==> src/rtl/stopwatch_pkg.sv <==
// Shared types and constants for the stopwatch controller: FSM states,
// BCD digit geometry and prescaler width.
package stopwatch_pkg;

    typedef enum logic [1:0] {
        ST_IDLE  = 2'd0,
        ST_RUN   = 2'd1,
        ST_PAUSE = 2'd2,
        ST_OVF   = 2'd3
    } sw_state_e;

    localparam int DIGIT_W   = 4;
    localparam int NUM_DIG   = 4;
    localparam int PRESC_W   = 16;
    localparam logic [DIGIT_W-1:0] DIGIT_MAX = 4'd9;

    // True when a digit sits at its terminal value and will wrap on the next enable.
    function automatic logic digit_is_term(input logic [DIGIT_W-1:0] d);
        return (d == DIGIT_MAX);
    endfunction

endpackage

==> src/rtl/stopwatch_bcd_digit.sv <==
// One decade counter digit (module bcd_digit): counts 0..9 on ce and
// produces a carry enable for the next decade.
module bcd_digit
    import stopwatch_pkg::*;
(
    input  logic               clk,
    input  logic               r,
    input  logic               ce,
    output logic [DIGIT_W-1:0] q,
    output logic               tc,
    output logic               ceo
);

    assign tc  = digit_is_term(q);
    assign ceo = ce & tc;

    // Decade register; any out-of-range value is folded back to zero on the next enable.
    always_ff @(posedge clk) begin
        if (r) begin
            q <= 4'd0;
        end else if (ce) begin
            if (q >= DIGIT_MAX) begin
                q <= 4'd0;
            end else begin
                q <= q + 4'd1;
            end
        end
    end

endmodule

==> src/rtl/stopwatch_ctrl.sv <==
// Four-digit BCD stopwatch: run/pause FSM, tick prescaler, 9999 saturation
// and an optional lap display freeze enabled by defining STOPWATCH_LAP_EN.
module stopwatch_ctrl
    import stopwatch_pkg::*;
#(
    parameter int PRESCALE = 4
) (
    input  logic       clk,
    input  logic       r,
    input  logic       start_stop,
    input  logic       clr,
    input  logic       lap,
    output logic [3:0] q0,
    output logic [3:0] q1,
    output logic [3:0] q2,
    output logic [3:0] q3,
    output logic       running,
    output logic       ovf,
    output logic       lap_hold
);

    localparam logic [PRESC_W-1:0] PRESC_MAX = PRESC_W'(PRESCALE - 1);

    sw_state_e            state_r;
    logic [PRESC_W-1:0]   presc_r;
    logic                 ovf_r;

    logic                 tick_s;
    logic                 all_nines_s;
    logic                 digit_rst_s;
    logic [NUM_DIG-1:0]   ce_s;
    logic [NUM_DIG-1:0]   ceo_s;
    logic [NUM_DIG-1:0]   tc_s;
    logic [DIGIT_W-1:0]   dig_q_s [NUM_DIG];
    logic [15:0]          live_s;
    logic [15:0]          disp_s;
    logic                 unused_ceo_s;

    assign tick_s      = (state_r == ST_RUN) && (presc_r == PRESC_MAX);
    assign all_nines_s = &tc_s;
    assign digit_rst_s = r | clr;
    // Saturate at 9999: the tick is swallowed instead of wrapping the count.
    assign ce_s[0]     = tick_s & ~all_nines_s;
    assign unused_ceo_s = ceo_s[NUM_DIG-1];

    genvar gi;
    generate
        for (gi = 0; gi < NUM_DIG; gi++) begin : g_digit
            if (gi > 0) begin : g_chain
                assign ce_s[gi] = ceo_s[gi-1];
            end
            bcd_digit u_digit (
                .clk (clk),
                .r   (digit_rst_s),
                .ce  (ce_s[gi]),
                .q   (dig_q_s[gi]),
                .tc  (tc_s[gi]),
                .ceo (ceo_s[gi])
            );
        end
    endgenerate

    assign live_s = {dig_q_s[3], dig_q_s[2], dig_q_s[1], dig_q_s[0]};

    // Run/pause/overflow FSM together with the prescaler it gates.
    always_ff @(posedge clk) begin
        if (r || clr) begin
            state_r <= ST_IDLE;
            presc_r <= 16'd0;
            ovf_r   <= 1'b0;
        end else begin
            case (state_r)
                ST_IDLE: begin
                    if (start_stop) begin
                        state_r <= ST_RUN;
                    end
                end
                ST_RUN: begin
                    if (tick_s) begin
                        presc_r <= 16'd0;
                    end else begin
                        presc_r <= presc_r + 16'd1;
                    end
                    // Overflow outranks a coincident pause request.
                    if (tick_s && all_nines_s) begin
                        state_r <= ST_OVF;
                        ovf_r   <= 1'b1;
                    end else if (start_stop) begin
                        state_r <= ST_PAUSE;
                    end
                end
                ST_PAUSE: begin
                    if (start_stop) begin
                        state_r <= ST_RUN;
                    end
                end
                ST_OVF: begin
                    state_r <= ST_OVF;
                end
                default: begin
                    state_r <= ST_IDLE;
                    presc_r <= 16'd0;
                    ovf_r   <= 1'b0;
                end
            endcase
        end
    end

`ifdef STOPWATCH_LAP_EN
    logic        lap_hold_r;
    logic [15:0] snap_r;

    // Lap toggle: first pulse captures the pre-edge count, second releases the display.
    always_ff @(posedge clk) begin
        if (r || clr) begin
            lap_hold_r <= 1'b0;
            snap_r     <= 16'd0;
        end else if (lap && ((state_r == ST_RUN) || (state_r == ST_PAUSE))) begin
            if (lap_hold_r) begin
                lap_hold_r <= 1'b0;
            end else begin
                lap_hold_r <= 1'b1;
                snap_r     <= live_s;
            end
        end
    end

    // Frozen snapshot while held, otherwise the live digits.
    always_comb begin
        disp_s = live_s;
        if (lap_hold_r) begin
            disp_s = snap_r;
        end else begin
            disp_s = live_s;
        end
    end

    assign lap_hold = lap_hold_r;
`else
    logic unused_lap_s;

    assign unused_lap_s = lap;
    assign disp_s       = live_s;
    assign lap_hold     = 1'b0;
`endif

    assign q0      = disp_s[3:0];
    assign q1      = disp_s[7:4];
    assign q2      = disp_s[11:8];
    assign q3      = disp_s[15:12];
    assign running = (state_r == ST_RUN);
    assign ovf     = ovf_r;

endmodule

==> config.mk <==
export PLATFORM = sky130hd
export DESIGN_NAME = stopwatch_ctrl
export DESIGN_NICKNAME = d
export VERILOG_FILES = /design/src/rtl/stopwatch_pkg.sv /design/src/rtl/stopwatch_bcd_digit.sv /design/src/rtl/stopwatch_ctrl.sv
export SDC_FILE = /design/constraint.sdc
export NUM_CORES = 1
export LEC_CHECK = 0
export ABC_AREA = 1
export ABC_CLOCK_PERIOD_IN_PS = 1800
export CAP_MARGIN = 20
export CORE_ASPECT_RATIO = 1.75
export CORE_MARGIN = 8
export CORE_UTILIZATION = 50
export DETAILED_ROUTE_END_ITERATION = 16
export PLACE_DENSITY = 0.78
export SETUP_SLACK_MARGIN = 0.02
export SLEW_MARGIN = 20
export SYNTH_ARGS = -nofsm -noshare
export SYNTH_HDL_FRONTEND = slang
export SYNTH_SLANG_ARGS = --single-unit
==> constraint.sdc <==
create_clock -name clk -period 1.8 [get_ports clk]
set_input_delay 0.36 -clock clk [delete_from_list [all_inputs] [get_ports clk]]
set_output_delay 0.36 -clock clk [all_outputs]
set_load 0.01 [all_outputs]
== Yosys cells after proc, flatten, opt, wreduce, memory -nomap -nowiden ==
Cells that the tools add are included.

* $add $sub $neg: 5
* $lt $le $gt $ge: 4
* Eq/ne operators: 10
* Multiplexer cells: 9
* Bitwise logic cells: 6
* Reduce and logical (&&, ||, !) cells: 8

{| class="wikitable"
|+ Operators with widths
! kind !! count
|-
| $add 16x1->16 const B || 1
|-
| $add 4x1->4 const B || 4
|-
| $eq 16x2->1 const B || 1
|-
| $eq 4x4->1 const B || 4
|-
| $ge 4x4->1 const B || 4
|-
| $mux 16 || 1
|-
| $mux 4 || 4
|-
| $mux 2 || 3
|-
| $pmux 2 s3 || 1
|-
| $and 1x1->1 || 4
|-
| $eq 2x2->1 const B || 2
|-
| $reduce_and 2->1 || 2
|-
| $reduce_and 4->1 || 1
|-
| $ne 3x2->1 const B || 1
|-
| $eq 2x1->1 const B || 1
|-
| $logic_and 1x1->1 || 2
|-
| $logic_not 2->1 || 1
|-
| $ne 2x1->1 const B || 1
|-
| $reduce_or 2->1 || 1
|-
| $logic_or 1x1->1 || 1
|-
| $not 1->1 || 1
|-
| $or 1x1->1 || 1
|}

* Register bits: 35
* Input port bits: 5
* Output and inout port bits: 19
* Logic and storage cells: 49

== Logic depth before layout (Yosys ltp) ==
Gate-level depths: netlist of run 1.

* Depth after elaboration: 7
* Mapped depth: 11
* Gate-level depth less buffers: 11

== Cells and area by module ==
A second synthesis of run 1 with hierarchy kept.

* Cell total of the unflattened synthesis: 318
* Area total of the unflattened synthesis: 2130.8 µm²

{| class="wikitable"
|+ Modules (own cells, without submodules)
! module !! instances !! cells each !! area each (µm²) !! seq. area each (µm²)
|-
| stopwatch_ctrl || 1 || 166 || 1139.8 || 380.4
|-
| bcd_digit || 4 || 38 || 247.7 || 80.1
|}

== Worst setup path before layout of run 1 ==
OpenSTA, ideal clock, no wires.

* Kind: register to register
* Start: register g_digit[0].u_digit.q[1]
* End: register g_digit[0].u_digit.q[1]
* Setup time: 119 ps
* Data arrival time: 1405 ps
* Required time: 1681 ps
* Setup slack: 276 ps
* Cell stages (with the launch flop): 11
* Buffers on the path: 0
* Cell sequence: dfxtp_1 > inv_1 > ha_1 > nand3_1 > inv_2 > nand3_1 > clkinv_1 > nor2_4 > nand2_1 > nand2_1 > nor3_1

* Cells in the longest elaborated chain, start to end: 4
* Elaborated cells between the ends (all ways): 7

{| class="wikitable"
|+ Ends and longest elaborated chain
! item !! line !! source
|-
| start: declaration || stopwatch_bcd_digit.sv:9 || <nowiki>output logic [DIGIT_W-1:0] q,</nowiki>
|-
| start signal: assignment || stopwatch_bcd_digit.sv:25 || <nowiki>q <= q + 4'd1;</nowiki>
|-
| parallel branches: the longest is 4 deep, another holds $add 4x1->4 || -- ||
|}

Parallel ways; which one is timed is not known.
A chain may end at the register's enable or synchronous reset.

== Worst setup path after layout of run 1 ==
* Start: register g_digit[1].u_digit.q[2]
* End: output q1[2]

{| class="wikitable"
|+ RTL lines
! item !! line !! source
|-
| start: declaration || stopwatch_bcd_digit.sv:9 ||
|-
| start signal: assignment || stopwatch_bcd_digit.sv:25 ||
|-
| end: declaration || stopwatch_ctrl.sv:14 || <nowiki>output logic [3:0] q1,</nowiki>
|}

No word-level cell between the ends.

==> impl_metrics.yaml, run 1 <==
setup_path:
  critical-path-slowest-cell: "sky130_fd_sc_hd__clkdlybuf4s50_1"
  timing.critical_path.to_type: "primary output"
  ff2ff_setup_slack_ns: 0.17
  setup.worst_path.class: "register to primary output"
  critical-path-max-stage-delay_ns: 0.59
  worstPathMaxFanout: 6
  crit_chain: "clkdlybuf4s50_1"
  worstPathBufferInverterCount: 1
  cp-start-kind: "register"
  wp_data_arrival_ns: 1.35
  timing.critical_path.required_ns: 1.44
  cpLargestDelayFamily: "buffers and inverters"
place:
  detailedPlacementHpwl_mm: 3.97
  finalWeightedCongestion: 0.909
  placement.io_buffers: 21
  placement.cell_area_um2: 2390
floorplan:
  core-area_um2: 4070
  effective_utilization_at_floorplan_pct: 51.5
  die_ar_um2: 6600
  placement_rows: 31
  fp.dieW_um: 64.9
  boundaryPins: 24
  die-height_um: 102
timing:
  grt_setup_unrepaired: "yes"
  finalHoldViolations: 0
  timing_max_transition_violations_final: 0
  whs_ns: 0.447
  period_minus_slack_ns: 1.71
  final_min_period_over_clock_period_pct: 94.8
  maximum_clock_rate_mhz: 586
  fin_setup_tns_ns: 0
  clock-skew-final_ns: 0.00488
  final-setup-viol-count: 0
cells_and_area:
  fin_area_um2: 2500
  area_taken_by_flip_flops_and_latches_um2: 704
  filler_cell_count: 387
  area_growth_pct: 19.2
  antenna_cells_inserted: 0
  multiInputGateArea_um2: 1240
  num-nets-final: 357
  layout-drive-gt1-share_pct: 14.8
  fin_util_pct: 61.3
worst_hold_path:
  min-delay-path-class: "register to register"
run:
  drv_cap: 0
global_route:
  globalRouteOverflowTotal: 0
  antenna_violations_before_repair: 0
  groute.usage.overall_pct: 16.9
  grt_pass1_vias: 2049
  pin_count_of_the_biggest_net_entering_global_routing: 21
  grt_first_pass_wirelength_mm: 8.81
synthesis:
  post_synth_edffs: 0
  synth_largest_area_cell: "sky130_fd_sc_hd__dfxtp_1"
  synth.most_common_cell: "sky130_fd_sc_hd__nand2_1"
  synthArstFlopShare_pct: 0
  yosysWarningCount: 0
  synth.top_cell.area_share_pct: 33.4
  seq_area_frac_synth_pct: 33.4
  synth.top_cells.by_count: "sky130_fd_sc_hd__nand2_1, sky130_fd_sc_hd__nor2_1, sky130_fd_sc_hd__dfxtp_1"
  synthesis.nets: 325
  post_synth_instance_area_um2: 2100
  yosys-top-cells-area: "sky130_fd_sc_hd__dfxtp_1, sky130_fd_sc_hd__nand2_1, sky130_fd_sc_hd__nor2_1"
  syn_avg_cell_area_um2: 6.83
  yosys.cell_types.count: 32
  dominantRegCellSynth: "sky130_fd_sc_hd__dfxtp_1"
  ys_seq_elements: 35
  syn_inst: 307
run_status:
  result_of_the_run: "complete, no violations"
power:
  combPwrFrac_pct: 3.7
  total_leakage_power_nw: 0.928
  switchingPower_mw: 0.304
  worst_ir_drop_vdd_mv: 0.516
  pwr-share-clk_pct: 38.8
  power.switching_fraction_pct: 22.4
  cellPowerDensity_nw_per_um2: 543
  share_seq_of_total_power_pct: 57.5
  p_int_mw: 1.05
clocking:
  worstSkewPairLatency_ns: 0.29
  clk_path_buf_depth: 2
  cts.htree.levels: 2
  clock_transition_at_path_regs_ns: 0.07
  tritoncts_clock_tree: "built"
  clock_sink_count: 35
  clk_root_buffer_cell: "sky130_fd_sc_hd__clkbuf_8"
  tritoncts.num_buffers: 5
route:
  drt-initial-drc-count: 80
  route.vias.total: 2028
  routedWlPerCell_um: 13.3
  route.detailed.drc: 0
  firstDrtPassIters: 4
  postRouteAntennaNets: 0
  vias_per_cell: 5.24
  detail_route.wirelength_mm: 5.15
metrics by stage:
step,power (mW),setup slack (ns),instances
5_1_grt,1.39,0.0176,387
3_3_place_gp,0.847,0.128,379
2_1_floorplan,0.827,0.276,307
4_1_cts,1.37,0.0681,385
3_5_place_dp,0.848,0.0945,379
6_report,1.36,0.0943,387
registers in the layout, summed over array words and instances, names as in the netlist:
register and count:
presc_r 16, g_digit.u_digit.q 16, ovf 1, state_r 2
area by class of cell:
class	instances	area share [%]
tap	49	2.45
sequential	35	28.2
inverter	40	6.01
multi-input combinational	228	49.6
clock buffer	6	2.91
timing repair buffer	29	10.8
logic make-up (layout without fill, tap and decap cells):
logic type               after synthesis  count (layout)  synth area share, %
AND/OR/NAND/NOR                      172             172                 38.3
buffers and inverters                 44              75                 8.12
adder cells (fa/ha/maj)               13              13                 7.76
AO/OA/AOI/OAI                         33              33                 8.42
XOR/XNOR                               9               9                 3.76
flip-flops                            35              35                 33.4
other                                  1               1                0.179
placed cells by master, fill, tap and decap left out, types with 8 or more instances in the layout:
master	count
sky130_fd_sc_hd__a21oi_1	18
sky130_fd_sc_hd__buf_4	8
sky130_fd_sc_hd__clkdlybuf4s50_1	20
sky130_fd_sc_hd__dfxtp_1	32
sky130_fd_sc_hd__ha_1	12
sky130_fd_sc_hd__inv_1	27
sky130_fd_sc_hd__inv_2	12
sky130_fd_sc_hd__nand2_1	59
sky130_fd_sc_hd__nand3_1	25
sky130_fd_sc_hd__nor2_1	54
sky130_fd_sc_hd__nor3_1	8
sky130_fd_sc_hd__o21ai_1	9
routing by layer:
| metal | vias up | global-route usage, % | routed length, µm |
|---|---|---|---|
| li1 | 1036 | - | - |
| met5 | - | 0 | 0 |
| met4 | 0 | 12.0 | 233 |
| met3 | 18 | 3.99 | 168 |
| met2 | 48 | 33.1 | 2930 |
| met1 | 926 | 14.0 | 1820 |
what timing repair did:
item                                    CTS  global route
hold buffers                              0             0
endpoints found under the setup margin    1            18
buffers inserted                          0             2
pin swaps                                 0             6
resized for setup                         1            12
power groups by stage:
stage	sequential [mW]	clock, mW	combinational, mW
6_report	0.779	0.526	0.0508
3_5_place_dp	0.796	0	0.0516
5_1_grt	0.779	0.559	0.0566
4_1_cts	0.779	0.537	0.0509
2_1_floorplan	0.796	0	0.0314
3_3_place_gp	0.796	0	0.0502
final timing paths:
check | start | end | cells after the start
max | g_digit[1].u_digit.q[2]$_SDFFE_PP0N_ | q1[2] | 1
min | ovf$_SDFFE_PP0P_ | ovf$_SDFFE_PP0P_ | 2
max reg2reg | g_digit[0].u_digit.q[1]$_SDFFE_PP0N_ | g_digit[0].u_digit.q[1]$_SDFFE_PP0N_ | 10
min reg2reg | ovf$_SDFFE_PP0P_ | ovf$_SDFFE_PP0P_ | 2
Note: power is estimated with default switching activity, not from simulation.
==> run 2, diff against run 1 <==
Settings changed: ABC_CLOCK_PERIOD_IN_PS 1800 to 2000.
Clock period 1.8 ns to 2 ns, I/O delays scaled along.
==> run 2 against run 1 <==
Die area is the same. Worst setup slack gained 0.013 ns. Via count is 1.5% lower. Sequential power shrank 10%. First-iteration DRC count shrank 6.3%. Register-to-register slack better by 0.10 ns. Largest cell class unchanged.
==> impl_metrics.yaml, run 2 (same netlist as run 1, synthesis figures left out) <==
run_status:
  result_of_the_run: "complete, no violations"
setup_path:
  worstRegToRegCells: 10
  setup.worst_path.class: "register to primary output"
  cp-start-kind: "register"
  ff2ff_setup_slack_ns: 0.27
  r2r_start: "g_digit[0].u_digit.q[1]$_SDFFE_PP0N_"
  timing.critical_path.to_type: "primary output"
  wp_data_arrival_ns: 1.49
  worstPathMaxFanout: 8
  timing.critical_path.required_ns: 1.60
  r2r-end: "g_digit[0].u_digit.q[1]$_SDFFE_PP0N_"
clocking:
  worstSkewPairLatency_ns: 0.29
  cts.htree.levels: 2
  clk_root_buffer_cell: "sky130_fd_sc_hd__clkbuf_8"
  tritoncts_clock_tree: "built"
  tritoncts.num_buffers: 5
  cts_stage_hold_buffer_count: 0
  cts_repair_resize_count: 0
  clk_path_buf_depth: 2
  clock_transition_at_path_regs_ns: 0.07
  cts_setup_buffers: 0
  clock_sink_count: 35
cells_and_area:
  filler_cell_count: 391
  antenna_cells_inserted: 0
  multiInputGateArea_um2: 1220
  commonest_cells_after_routing_fill_and_taps_aside: "sky130_fd_sc_hd__nand2_1, sky130_fd_sc_hd__nor2_1, sky130_fd_sc_hd__dfxtp_1, sky130_fd_sc_hd__inv_1, sky130_fd_sc_hd__nand3_1"
  layout.cells.most_common: "sky130_fd_sc_hd__nand2_1"
  num-nets-final: 351
  fin_area_um2: 2440
  area_taken_by_flip_flops_and_latches_um2: 701
  layout-drive-gt1-share_pct: 11.1
  reg_top3: "g_digit.u_digit.q x16, presc_r x16, state_r x2"
  area_growth_pct: 16.6
  instances_no_fill: 383
worst_hold_path:
  min-delay-path-class: "register to register"
  hold_path_startpoint: "ovf$_SDFFE_PP0P_"
  worst_hold_path_endpoint: "ovf$_SDFFE_PP0P_"
  worstHoldPathCells: 2
route:
  route.vias.total: 1997
  drt-initial-drc-count: 75
  detail_route.wirelength_mm: 4.98
  routedWlPerCell_um: 13.0
  route.detailed.drc: 0
  firstDrtPassIters: 4
  postRouteAntennaNets: 0
  vias_per_cell: 5.21
floorplan:
  core-area_um2: 4070
  boundaryPins: 24
  die-height_um: 102
  placement_rows: 31
  die_ar_um2: 6600
  fp.dieW_um: 64.9
  effective_utilization_at_floorplan_pct: 51.5
timing:
  maximum_clock_rate_mhz: 528
  final_min_period_over_clock_period_pct: 94.6
  timing_max_transition_violations_final: 0
  finalHoldViolations: 0
  clock-skew-final_ns: 0.00488
  final-setup-viol-count: 0
  grt_setup_unrepaired: "no"
  fin_setup_tns_ns: 0
  period_minus_slack_ns: 1.89
global_route:
  groute.usage.overall_pct: 16.3
  grt_first_pass_wirelength_mm: 8.62
  grt_pass1_vias: 2069
  globalRouteOverflowTotal: 0
  pin_count_of_the_biggest_net_entering_global_routing: 21
  antenna_violations_before_repair: 0
run:
  drv_cap: 0
power:
  switchingPower_mw: 0.285
  combPwrFrac_pct: 3.7
  power.switching_fraction_pct: 22.9
  cellPowerDensity_nw_per_um2: 509
  worst_ir_drop_vdd_mv: 0.391
  total_leakage_power_nw: 0.913
  p_int_mw: 0.960
  share_seq_of_total_power_pct: 56.3
  pwr-share-clk_pct: 40.0
place:
  placedCellCount: 375
  placement.io_buffers: 21
  detailedPlacementHpwl_mm: 3.89
  finalWeightedCongestion: 0.892
  placement.cell_area_um2: 2360
==> run 2: cell count changes in the layout (fill, tap and decap cells not counted), sizes merged <==
cell / before / now
clkbuf: 6 / 7
inv: 39 / 38
clkdlybuf4s50: 20 / 21
clkinv: 1 / 3
buf: 8 / 2
dlygate4sd2: 1 / 0
==> run 2: routing by layer <==
metal | global-route usage (%) | up-vias | wire length [µm]
met5 | 0 | - | 0
met4 | 12.7 | 0 | 232
met3 | 2.99 | 18 | 143
met2 | 31.1 | 47 | 2760
met1 | 14.3 | 904 | 1840
li1 | - | 1028 | -
==> run 2: how the worst max path moves through the flow <==
stage / start / end / cells after the start
after floorplan: g_digit[0].u_digit.q[1]$_SDFFE_PP0N_ / g_digit[0].u_digit.q[1]$_SDFFE_PP0N_ / 10
after CTS: state_r[0]$_SDFFE_PP0P_ / running / 3
after global placement: g_digit[0].u_digit.q[1]$_SDFFE_PP0N_ / g_digit[0].u_digit.q[3]$_SDFFE_PP0N_ / 10
after global routing: state_r[0]$_SDFFE_PP0P_ / running / 3
after detailed placement: g_digit[0].u_digit.q[1]$_SDFFE_PP0N_ / g_digit[1].u_digit.q[0]$_SDFFE_PP0N_ / 10
final: state_r[0]$_SDFFE_PP0P_ / running / 3
==> run 2: final cells by class <==
class                   instances  area share, %
multi-input cells             228           50.1
flip-flops and latches         35           28.7
repair buffers                 23           9.22
inverters                      40           6.14
clock buffers                   7           3.12
well taps                      49           2.51
clock inverters                 1          0.205
==> run 2: critical path, cell delays in order, from the launching register on <==
cell	delay, ns
sky130_fd_sc_hd__dfxtp_1	0.41
sky130_fd_sc_hd__inv_2	0.08
sky130_fd_sc_hd__nor2_8	0.16
sky130_fd_sc_hd__clkdlybuf4s50_1	0.56
==> run 2: stage by stage <==
step	hold slack [ns]	setup WS [ns]	total power [mW]	util, %
global route	0.489	0.0335	1.29	60.0
CTS	0.458	0.0813	1.26	60.0
finish	0.454	0.107	1.24	60.0
detailed placement	0.447	0.291	0.763	58.0
floorplan	0.447	0.476	0.745	-
global placement	0.443	0.332	0.762	58.0
==> run 2: power by group through the flow <==
stage / logic (mW) / registers [mW] / clock network [mW]
2_1_floorplan: 0.0283 / 0.716 / 0
3_3_place_gp: 0.0452 / 0.717 / 0
3_5_place_dp: 0.0459 / 0.717 / 0
4_1_cts: 0.0460 / 0.701 / 0.514
5_1_grt: 0.0506 / 0.701 / 0.538
6_report: 0.0460 / 0.701 / 0.497
==> run 3, diff against run 2 <==
Settings changed: SETUP_SLACK_MARGIN 0.02 to default, SLEW_MARGIN 20 to default.
==> results of run 3 <==
Final layout, timing and power as in run 2 (identical DEF).
